$ cat src/rtl/apb2axi_pkg.sv
// Shared types and defaults for the APB-to-AXI gateway tag directory.
// The directory entry layout is also what the transaction manager sees at each pending-queue head.
package apb2axi_pkg;

  localparam int TAG_NUM    = 16;
  localparam int TAG_W      = $clog2(TAG_NUM);
  localparam int AXI_ADDR_W = 32;

  localparam logic [1:0] AXI_BURST_INCR = 2'b01;

  typedef enum logic [2:0] {
    DIR_ST_EMPTY,
    DIR_ST_PENDING,
    DIR_ST_ISSUED,
    DIR_ST_DONE,
    DIR_ST_ERROR
  } dir_state_e;

  typedef struct packed {
    logic [TAG_W-1:0]      tag;
    logic [AXI_ADDR_W-1:0] addr;
    logic [7:0]            len;
    logic [2:0]            size;
    logic [1:0]            burst;
    logic                  is_write;
    dir_state_e            state;
    logic [1:0]            resp;
    logic [7:0]            beats;
  } directory_entry_t;

  // A free slot still reports INCR so the head entry is always a legal AXI burst.
  function automatic directory_entry_t empty_entry();
    directory_entry_t e;
    e       = '0;
    e.burst = AXI_BURST_INCR;
    e.state = DIR_ST_EMPTY;
    return e;
  endfunction

endpackage

$ cat src/rtl/apb2axi_tag_directory_if.sv
// Bus bundle between the register file / transaction manager (master) and the tag directory (slave).
interface apb2axi_tag_directory_if
  import apb2axi_pkg::*;
#(
  parameter int TAG_W_P  = TAG_W,
  parameter int ADDR_W_P = AXI_ADDR_W
) ();

  logic                commit_valid;
  logic                commit_ready;
  logic [ADDR_W_P-1:0] commit_addr;
  logic [7:0]          commit_len;
  logic [2:0]          commit_size;
  logic                commit_is_write;
  logic [TAG_W_P-1:0]  commit_tag;

  logic                rd_pending_valid;
  directory_entry_t    rd_pending_entry;
  logic [TAG_W_P-1:0]  rd_pending_tag;
  logic                rd_pending_pop;

  logic                wr_pending_valid;
  directory_entry_t    wr_pending_entry;
  logic [TAG_W_P-1:0]  wr_pending_tag;
  logic                wr_pending_pop;

  logic                cpl_valid;
  logic [TAG_W_P-1:0]  cpl_tag;
  logic                cpl_error;
  logic [1:0]          cpl_resp;
  logic [7:0]          cpl_num_beats;

  logic [TAG_W_P-1:0]  stat_tag;
  dir_state_e          stat_state;
  logic [1:0]          stat_resp;
  logic [7:0]          stat_beats;

  logic                retire_valid;
  logic [TAG_W_P-1:0]  retire_tag;

  logic [TAG_W_P:0]    free_count;
  logic                proto_err;

  modport slave (
    input  commit_valid, commit_addr, commit_len, commit_size, commit_is_write,
    output commit_ready, commit_tag,
    output rd_pending_valid, rd_pending_entry, rd_pending_tag,
    input  rd_pending_pop,
    output wr_pending_valid, wr_pending_entry, wr_pending_tag,
    input  wr_pending_pop,
    input  cpl_valid, cpl_tag, cpl_error, cpl_resp, cpl_num_beats,
    input  stat_tag,
    output stat_state, stat_resp, stat_beats,
    input  retire_valid, retire_tag,
    output free_count, proto_err
  );

  modport master (
    output commit_valid, commit_addr, commit_len, commit_size, commit_is_write,
    input  commit_ready, commit_tag,
    input  rd_pending_valid, rd_pending_entry, rd_pending_tag,
    output rd_pending_pop,
    input  wr_pending_valid, wr_pending_entry, wr_pending_tag,
    output wr_pending_pop,
    output cpl_valid, cpl_tag, cpl_error, cpl_resp, cpl_num_beats,
    output stat_tag,
    input  stat_state, stat_resp, stat_beats,
    output retire_valid, retire_tag,
    input  free_count, proto_err
  );

endinterface

$ cat src/rtl/apb2axi_tag_fifo.sv
// In-order tag queue used for one direction of pending transactions.
// Pops are ignored while empty; pushes are dropped only when full and not popping.
module apb2axi_tag_fifo #(
  parameter int DEPTH_P = 16,
  parameter int WIDTH_P = 4
) (
  input  logic               clk,
  input  logic               rst,
  input  logic               push,
  input  logic [WIDTH_P-1:0] push_data,
  input  logic               pop,
  output logic [WIDTH_P-1:0] head,
  output logic               valid
);

  localparam int PTR_W = (DEPTH_P > 1) ? $clog2(DEPTH_P) : 1;
  localparam int CNT_W = $clog2(DEPTH_P + 1);

  logic [WIDTH_P-1:0] mem [DEPTH_P];
  logic [PTR_W-1:0]   wr_ptr;
  logic [PTR_W-1:0]   rd_ptr;
  logic [CNT_W-1:0]   count;
  logic               do_push;
  logic               do_pop;

  function automatic logic [PTR_W-1:0] ptr_next(input logic [PTR_W-1:0] p);
    return (p == PTR_W'(DEPTH_P - 1)) ? '0 : p + PTR_W'(1);
  endfunction

  assign valid   = (count != '0);
  assign do_pop  = pop && valid;
  assign do_push = push && ((count != CNT_W'(DEPTH_P)) || do_pop);
  assign head    = mem[rd_ptr];

  always_ff @(posedge clk) begin
    if (rst) begin
      wr_ptr <= '0;
      rd_ptr <= '0;
      count  <= '0;
    end else begin
      if (do_push) begin
        mem[wr_ptr] <= push_data;
        wr_ptr      <= ptr_next(wr_ptr);
      end
      if (do_pop) begin
        rd_ptr <= ptr_next(rd_ptr);
      end
      count <= count + CNT_W'(do_push) - CNT_W'(do_pop);
    end
  end

endmodule

$ cat src/rtl/apb2axi_tag_directory.sv
// Transaction directory: free-list tag allocation, separate read/write pending queues,
// per-tag completion status held until software retires the tag.
module apb2axi_tag_directory
  import apb2axi_pkg::*;
#(
  parameter int TAG_NUM_P = TAG_NUM,
  parameter int TAG_W_P   = $clog2(TAG_NUM_P),
  parameter int ADDR_W_P  = AXI_ADDR_W
) (
  input  logic                    pclk,
  input  logic                    preset,
  apb2axi_tag_directory_if.slave  bus
);

  localparam int CNT_W = TAG_W_P + 1;

  directory_entry_t     entries [TAG_NUM_P];
  logic [TAG_NUM_P-1:0] free_vec;
  logic [TAG_W_P-1:0]   alloc_tag;
  logic                 commit_ready;
  logic                 accept;

  logic [TAG_W_P-1:0]   rd_head;
  logic [TAG_W_P-1:0]   wr_head;
  logic                 rd_valid;
  logic                 wr_valid;
  logic                 rd_pop;
  logic                 wr_pop;

  dir_state_e           cpl_state;
  dir_state_e           retire_state;
  logic                 cpl_ok;
  logic                 retire_ok;
  logic                 cpl_bad;
  logic                 retire_bad;

  logic [CNT_W-1:0]     free_count_q;
  logic                 proto_err_q;

  // Lowest-index EMPTY entry wins; a slot retired this cycle only shows up after the edge.
  always_comb begin
    free_vec  = '0;
    alloc_tag = '0;
    for (int i = 0; i < TAG_NUM_P; i++) begin
      free_vec[i] = (entries[i].state == DIR_ST_EMPTY);
    end
    for (int i = TAG_NUM_P - 1; i >= 0; i--) begin
      if (free_vec[i]) begin
        alloc_tag = TAG_W_P'(i);
      end
    end
  end

  assign commit_ready = |free_vec;
  assign accept       = bus.commit_valid && commit_ready;

  apb2axi_tag_fifo #(
    .DEPTH_P (TAG_NUM_P),
    .WIDTH_P (TAG_W_P)
  ) u_rd_fifo (
    .clk       (pclk),
    .rst       (preset),
    .push      (accept && !bus.commit_is_write),
    .push_data (alloc_tag),
    .pop       (bus.rd_pending_pop),
    .head      (rd_head),
    .valid     (rd_valid)
  );

  apb2axi_tag_fifo #(
    .DEPTH_P (TAG_NUM_P),
    .WIDTH_P (TAG_W_P)
  ) u_wr_fifo (
    .clk       (pclk),
    .rst       (preset),
    .push      (accept && bus.commit_is_write),
    .push_data (alloc_tag),
    .pop       (bus.wr_pending_pop),
    .head      (wr_head),
    .valid     (wr_valid)
  );

  assign rd_pop = bus.rd_pending_pop && rd_valid;
  assign wr_pop = bus.wr_pending_pop && wr_valid;

  // Legality is judged on the registered state, so a same-cycle pop does not make a completion legal.
  assign cpl_state    = entries[bus.cpl_tag].state;
  assign retire_state = entries[bus.retire_tag].state;
  assign cpl_ok       = bus.cpl_valid && (cpl_state == DIR_ST_ISSUED);
  assign retire_ok    = bus.retire_valid &&
                        ((retire_state == DIR_ST_DONE) || (retire_state == DIR_ST_ERROR));
  assign cpl_bad      = bus.cpl_valid && !cpl_ok;
  assign retire_bad   = bus.retire_valid && !retire_ok;

  always_ff @(posedge pclk) begin
    if (preset) begin
      for (int i = 0; i < TAG_NUM_P; i++) begin
        entries[i] <= empty_entry();
      end
      free_count_q <= CNT_W'(TAG_NUM_P);
      proto_err_q  <= 1'b0;
    end else begin
      for (int i = 0; i < TAG_NUM_P; i++) begin
        if (accept && (alloc_tag == TAG_W_P'(i))) begin
          entries[i].tag      <= TAG_W'(i);
          entries[i].addr     <= AXI_ADDR_W'(bus.commit_addr);
          entries[i].len      <= bus.commit_len;
          entries[i].size     <= bus.commit_size;
          entries[i].burst    <= AXI_BURST_INCR;
          entries[i].is_write <= bus.commit_is_write;
          entries[i].state    <= DIR_ST_PENDING;
          entries[i].resp     <= '0;
          entries[i].beats    <= '0;
        end
        if ((rd_pop && (rd_head == TAG_W_P'(i))) || (wr_pop && (wr_head == TAG_W_P'(i)))) begin
          entries[i].state <= DIR_ST_ISSUED;
        end
        if (cpl_ok && (bus.cpl_tag == TAG_W_P'(i))) begin
          entries[i].state <= bus.cpl_error ? DIR_ST_ERROR : DIR_ST_DONE;
          entries[i].resp  <= bus.cpl_resp;
          entries[i].beats <= bus.cpl_num_beats;
        end
        if (retire_ok && (bus.retire_tag == TAG_W_P'(i))) begin
          entries[i].state <= DIR_ST_EMPTY;
          entries[i].resp  <= '0;
          entries[i].beats <= '0;
        end
      end

      if (cpl_bad || retire_bad) begin
        proto_err_q <= 1'b1;
      end

      if (accept && !retire_ok) begin
        free_count_q <= free_count_q - CNT_W'(1);
      end else if (retire_ok && !accept) begin
        free_count_q <= free_count_q + CNT_W'(1);
      end
    end
  end

  assign bus.commit_ready     = commit_ready;
  assign bus.commit_tag       = alloc_tag;

  assign bus.rd_pending_valid = rd_valid;
  assign bus.rd_pending_tag   = rd_head;
  assign bus.rd_pending_entry = entries[rd_head];
  assign bus.wr_pending_valid = wr_valid;
  assign bus.wr_pending_tag   = wr_head;
  assign bus.wr_pending_entry = entries[wr_head];

  assign bus.stat_state       = entries[bus.stat_tag].state;
  assign bus.stat_resp        = entries[bus.stat_tag].resp;
  assign bus.stat_beats       = entries[bus.stat_tag].beats;

  assign bus.free_count       = free_count_q;
  assign bus.proto_err        = proto_err_q;

endmodule

$ cat src/flat_wrapper.sv
// flat-port wrapper written by rule: the top's interface ports become plain ports
module apb2axi_tag_directory_flat import apb2axi_pkg::*;
#(
  parameter int TAG_NUM_P = TAG_NUM,
  parameter int TAG_W_P   = $clog2(TAG_NUM_P),
  parameter int ADDR_W_P  = AXI_ADDR_W
)
  (pclk, preset, bus_commit_valid, bus_commit_addr, bus_commit_len, bus_commit_size, bus_commit_is_write, bus_commit_ready, bus_commit_tag, bus_rd_pending_valid, bus_rd_pending_entry, bus_rd_pending_tag, bus_rd_pending_pop, bus_wr_pending_valid, bus_wr_pending_entry, bus_wr_pending_tag, bus_wr_pending_pop, bus_cpl_valid, bus_cpl_tag, bus_cpl_error, bus_cpl_resp, bus_cpl_num_beats, bus_stat_tag, bus_stat_state, bus_stat_resp, bus_stat_beats, bus_retire_valid, bus_retire_tag, bus_free_count, bus_proto_err);
  apb2axi_tag_directory_if #(.TAG_W_P(TAG_W_P), .ADDR_W_P(ADDR_W_P)) bus_i ();
  input  logic pclk;
  input  logic preset;
  input wire logic [$bits(bus_i.commit_valid)-1:0] bus_commit_valid;
  input wire logic [$bits(bus_i.commit_addr)-1:0] bus_commit_addr;
  input wire logic [$bits(bus_i.commit_len)-1:0] bus_commit_len;
  input wire logic [$bits(bus_i.commit_size)-1:0] bus_commit_size;
  input wire logic [$bits(bus_i.commit_is_write)-1:0] bus_commit_is_write;
  output wire logic [$bits(bus_i.commit_ready)-1:0] bus_commit_ready;
  output wire logic [$bits(bus_i.commit_tag)-1:0] bus_commit_tag;
  output wire logic [$bits(bus_i.rd_pending_valid)-1:0] bus_rd_pending_valid;
  output wire logic [$bits(bus_i.rd_pending_entry)-1:0] bus_rd_pending_entry;
  output wire logic [$bits(bus_i.rd_pending_tag)-1:0] bus_rd_pending_tag;
  input wire logic [$bits(bus_i.rd_pending_pop)-1:0] bus_rd_pending_pop;
  output wire logic [$bits(bus_i.wr_pending_valid)-1:0] bus_wr_pending_valid;
  output wire logic [$bits(bus_i.wr_pending_entry)-1:0] bus_wr_pending_entry;
  output wire logic [$bits(bus_i.wr_pending_tag)-1:0] bus_wr_pending_tag;
  input wire logic [$bits(bus_i.wr_pending_pop)-1:0] bus_wr_pending_pop;
  input wire logic [$bits(bus_i.cpl_valid)-1:0] bus_cpl_valid;
  input wire logic [$bits(bus_i.cpl_tag)-1:0] bus_cpl_tag;
  input wire logic [$bits(bus_i.cpl_error)-1:0] bus_cpl_error;
  input wire logic [$bits(bus_i.cpl_resp)-1:0] bus_cpl_resp;
  input wire logic [$bits(bus_i.cpl_num_beats)-1:0] bus_cpl_num_beats;
  input wire logic [$bits(bus_i.stat_tag)-1:0] bus_stat_tag;
  output wire logic [$bits(bus_i.stat_state)-1:0] bus_stat_state;
  output wire logic [$bits(bus_i.stat_resp)-1:0] bus_stat_resp;
  output wire logic [$bits(bus_i.stat_beats)-1:0] bus_stat_beats;
  input wire logic [$bits(bus_i.retire_valid)-1:0] bus_retire_valid;
  input wire logic [$bits(bus_i.retire_tag)-1:0] bus_retire_tag;
  output wire logic [$bits(bus_i.free_count)-1:0] bus_free_count;
  output wire logic [$bits(bus_i.proto_err)-1:0] bus_proto_err;
  assign bus_i.commit_valid = bus_commit_valid;
  assign bus_i.commit_addr = bus_commit_addr;
  assign bus_i.commit_len = bus_commit_len;
  assign bus_i.commit_size = bus_commit_size;
  assign bus_i.commit_is_write = bus_commit_is_write;
  assign bus_commit_ready = bus_i.commit_ready;
  assign bus_commit_tag = bus_i.commit_tag;
  assign bus_rd_pending_valid = bus_i.rd_pending_valid;
  assign bus_rd_pending_entry = bus_i.rd_pending_entry;
  assign bus_rd_pending_tag = bus_i.rd_pending_tag;
  assign bus_i.rd_pending_pop = bus_rd_pending_pop;
  assign bus_wr_pending_valid = bus_i.wr_pending_valid;
  assign bus_wr_pending_entry = bus_i.wr_pending_entry;
  assign bus_wr_pending_tag = bus_i.wr_pending_tag;
  assign bus_i.wr_pending_pop = bus_wr_pending_pop;
  assign bus_i.cpl_valid = bus_cpl_valid;
  assign bus_i.cpl_tag = bus_cpl_tag;
  assign bus_i.cpl_error = bus_cpl_error;
  assign bus_i.cpl_resp = bus_cpl_resp;
  assign bus_i.cpl_num_beats = bus_cpl_num_beats;
  assign bus_i.stat_tag = bus_stat_tag;
  assign bus_stat_state = bus_i.stat_state;
  assign bus_stat_resp = bus_i.stat_resp;
  assign bus_stat_beats = bus_i.stat_beats;
  assign bus_i.retire_valid = bus_retire_valid;
  assign bus_i.retire_tag = bus_retire_tag;
  assign bus_free_count = bus_i.free_count;
  assign bus_proto_err = bus_i.proto_err;
  apb2axi_tag_directory #(.TAG_NUM_P(TAG_NUM_P), .TAG_W_P(TAG_W_P), .ADDR_W_P(ADDR_W_P)) u_core (.pclk(pclk), .preset(preset), .bus(bus_i));
endmodule
$ cat config.mk
export PLATFORM = sky130hd
export DESIGN_NAME = apb2axi_tag_directory_flat
export DESIGN_NICKNAME = d
export VERILOG_FILES = /design/src/rtl/apb2axi_pkg.sv /design/src/rtl/apb2axi_tag_directory_if.sv /design/src/rtl/apb2axi_tag_fifo.sv /design/src/rtl/apb2axi_tag_directory.sv /design/src/flat_wrapper.sv
export SDC_FILE = /design/constraint.sdc
export NUM_CORES = 2
export LEC_CHECK = 0
export CAP_MARGIN = 20
export CELL_PAD_IN_SITES_DETAIL_PLACEMENT = 0
export CELL_PAD_IN_SITES_GLOBAL_PLACEMENT = 1
export CORE_MARGIN = 1.5
export CORE_UTILIZATION = 44
export CTS_CLUSTER_SIZE = 40
export DETAILED_ROUTE_END_ITERATION = 10
export DONT_BUFFER_PORTS = 1
export PLACE_DENSITY_LB_ADDON = 0.1
export SYNTH_ARGS = -nofsm -noshare
export SYNTH_HDL_FRONTEND = slang
export SYNTH_SLANG_ARGS = --single-unit
$ cat constraint.sdc
create_clock -name pclk -period 10.2 [get_ports pclk]
set_input_delay 2.04 -clock pclk [delete_from_list [all_inputs] [get_ports pclk]]
set_output_delay 2.04 -clock pclk [all_outputs]
set_load 0.005 [all_outputs]
==> out/qor.yml <==
status: "finished clean"
post-synth-top-count-cell: "edfxtp_1"
clock_skew_ns: 0.0290
worstReg2RegEnd: "u_core.entries[6][30]"
dpl.hpwl_um: 108000
ant_nets: 0
fin_area_um2: 61600
r2r-start: "u_core.entries[15][10]"
nNetsFinal: 3668
synth-seq-cells: 1095
synth_fa_ha_area_share_pct: 0.641
syn_to_final_growth_pct: 9.59
synth_simple_gate_area_share_pct: 9.34
grt_pass1_vias: 36900
cts_tree: "yes"
cts_resized: 0
synth_top_area_cell: "edfxtp_1"
hold_viol: 0
synth_cells: 3715
wl_per_cell_um: 35.3
powerDensity_nw_per_um2: 233
layoutNonFillerInstCount: 5330
synthMuxAreaShare_pct: 23.8
synth_cell_type_count: 86
synthesis.area_um2: 56200
grt_usage_pct: 28.8
finalSetupTns_ns: 0
grt_pass1_wl_um: 268000
timing.hold.ws_ns: 0.479
yosys_warnings: 0
synth-xor-area-share_pct: 0.218
clk_pin_slew_ns: 0.06
n_fill_cell: 10600
io_pins: 234
antenna_found_initial: 11
synth-edff-count: 1047
die_y_um: 360
holdBufCountCts: 0
drive_above_1_share_pct: 24.9
hp-class: "flip-flop to flip-flop"
whs_path_depth: 2
startpoint_type: "flip-flop"
hold_start: "u_core.entries[4][59]"
slew_violations: 0
die_w_um: 360
vias: 35600
synth_area_leaders: "edfxtp_1 (56%), mux4_2 (23%), nor2_1 (3.5%)"
cp_slowest_cell: "dfxtp_1"
drt-initial-drc-count: 4539
routed_via_density: 6.69
path_cells: "nor2b_1 -> a221oi_1 -> o21ai_0 -> and2_1 -> buf_4 -> inv_8 -> buf_12 -> mux4_2 -> o21ai_0"
synthArstFlopShare_pct: 0
crit_path_end_kind: "primary output"
ctsRootBufferMaster: "clkbuf_16"
cpMostUsedCell: "o21ai_0"
rr_worst_depth: 10
ys_seq_area_share_pct: 57.6
rsz0062_at_grt: "no"
cpPeakStageDelay_ns: 0.73
whs_endpoint: "u_core.entries[4][59]"
finalPower_uw: 14400
synth_compound_area_share_pct: 4.95
dp_cells: 5095
grt_overflow: 0
grt_max_degree: 124
synth_top_area_share_pct: 55.9
gp_congestion: 0.908
clock.fmax_ghz: 0.130
cts_made_buffers: 119
htreeDepth: 3
yosys_most_used_dff: "edfxtp_1"
irDropWorstVdd_v: 0.000203
fin_crit_sh_pct: 75.6
ctsLongestPathBuffers: 3
slew_headroom_pct: 19.6
cts_sinks: 1095
cts_setup_buffers: 0
coreArea_um2: 126000
rrSetupSlack_ns: 5.04
path_max_fanout: 88
synth_top_family_by_area: "multiplexers"
row_count: 130
min_period_ns: 7.71
setup_viol: 0
maxCapViolCount: 0
wl_um: 188000
io_buffers: 0
start_util_pct: 44.5
post_dp_cell_area_um2: 57700
synth_common_cells: "edfxtp_1 (1,047), mux4_2 (582), nor2_1 (531), nand2_1 (249), a22oi_1 (233)"
worstPathRequired_ns: 8.16
critPathKind: "flip-flop to primary output"
syn_area_per_cell_um2: 15.1
arrival_ns: 5.67
drc_errors: 0
p_leak_uw: 0.0214
clk_latency_ns: 0.75
tightest_slew_ns: 1.21
fp.dieArea_um2: 130000
first_pass_iters: 6
cell families (layout without fill, tap and decap cells):
family                     after synthesis  count (layout)
muxes                                  606             606
xor gates and xnor gates                14              14
buffers and inverters                  443             398
DFF                                   1095            1095
adders and majority gates               27              27
AOI/OAI and AO/OA                      377             377
other                                    2              12
and+or+nand+nor                       1151            1151
metal layers:
layer / global-route usage [%] / vias to the layer above / wire length [um]
li1: - / 14400 / -
met1: 37.9 / 18900 / 71800
met2: 47.2 / 1935 / 91400
met3: 6.78 / 380 / 18600
met4: 9.95 / 8 / 6240
met5: 0 / - / 39
state kept, by name, summed over array words and instances, names as in the netlist, named ones only:
name                     count
u_core.bus.free_count        5
u_core.bus.proto_err         1
u_core.entries             927
u_core.u_rd_fifo.count       5
u_core.u_rd_fifo.mem        64
u_core.u_rd_fifo.rd_ptr      4
u_core.u_rd_fifo.wr_ptr      4
u_core.u_wr_fifo.count       5
u_core.u_wr_fifo.mem        64
u_core.u_wr_fifo.rd_ptr      4
u_core.u_wr_fifo.wr_ptr      4
placed cells by master, fill, tap and decap left out, types with 34 or more instances in the layout:
cell type | netlist | final
a21oi_1 | 46 | 45
a22oi_1 | 233 | 233
and2_1 | 110 | 108
and3_1 | 85 | 85
buf_4 | 13 | 74
clkbuf_1 | 220 | 34
clkbuf_16 | 0 | 121
dfxtp_1 | 48 | 48
edfxtp_1 | 1047 | 1047
inv_1 | 90 | 88
mux4_2 | 582 | 580
nand2_1 | 249 | 237
nor2_1 | 531 | 528
nor3_1 | 43 | 40
report_power, final:
| group | internal (uW) | total [uW] | leakage (uW) | switching, uW |
|---|---|---|---|---|
| registers | 5330 | 5550 | 0.0110 | 226 |
| clock network | 2470 | 4310 | 0.00187 | 1840 |
| logic | 1790 | 4500 | 0.00852 | 2710 |
worst max-delay path by stage:
stage,endpoint,slack [ns],depth (start not counted),from
after floorplan,u_core.entries[11][0],1.95,5,bus_commit_valid
after global placement,bus_rd_pending_entry[61],3.36,9,flip-flop
after detailed placement,bus_rd_pending_entry[61],3.24,9,flip-flop
after CTS,bus_rd_pending_entry[61],2.45,9,flip-flop
after global routing,bus_rd_pending_entry[61],2.05,9,flip-flop
final,bus_rd_pending_entry[61],2.49,9,flip-flop
cell type report:
cell class / count / area, um2 / share of cell area [%]
clock buffer: 160 / 3220 / 5.23
multi-input combinational: 2179 / 22200 / 36.1
clock inverter: 66 / 638 / 1.04
tap: 1650 / 2060 / 3.35
inverter: 92 / 363 / 0.589
timing repair buffer: 80 / 674 / 1.09
antenna: 8 / 20.0 / 0.0325
sequential: 1095 / 32400 / 52.6
critical path, delay by kind of cell, from the launching register on:
| family | cells | cell delay, ns |
|---|---|---|
| flip-flops | 1 | 0.73 |
| multiplexers | 1 | 0.59 |
| AND/OR/NAND/NOR | 2 | 0.44 |
| buffers and inverters | 3 | 1.55 |
| AO/OA/AOI/OAI | 3 | 1.43 |
through the flow:
stage	setup slack (ns)	utilization (%)
2_1_floorplan	1.95	-
3_3_place_gp	3.36	45.7
3_5_place_dp	3.24	45.7
4_1_cts	2.45	48.8
5_1_grt	2.05	48.8
6_report	2.49	48.8
Power figures use the tool's default switching activity.
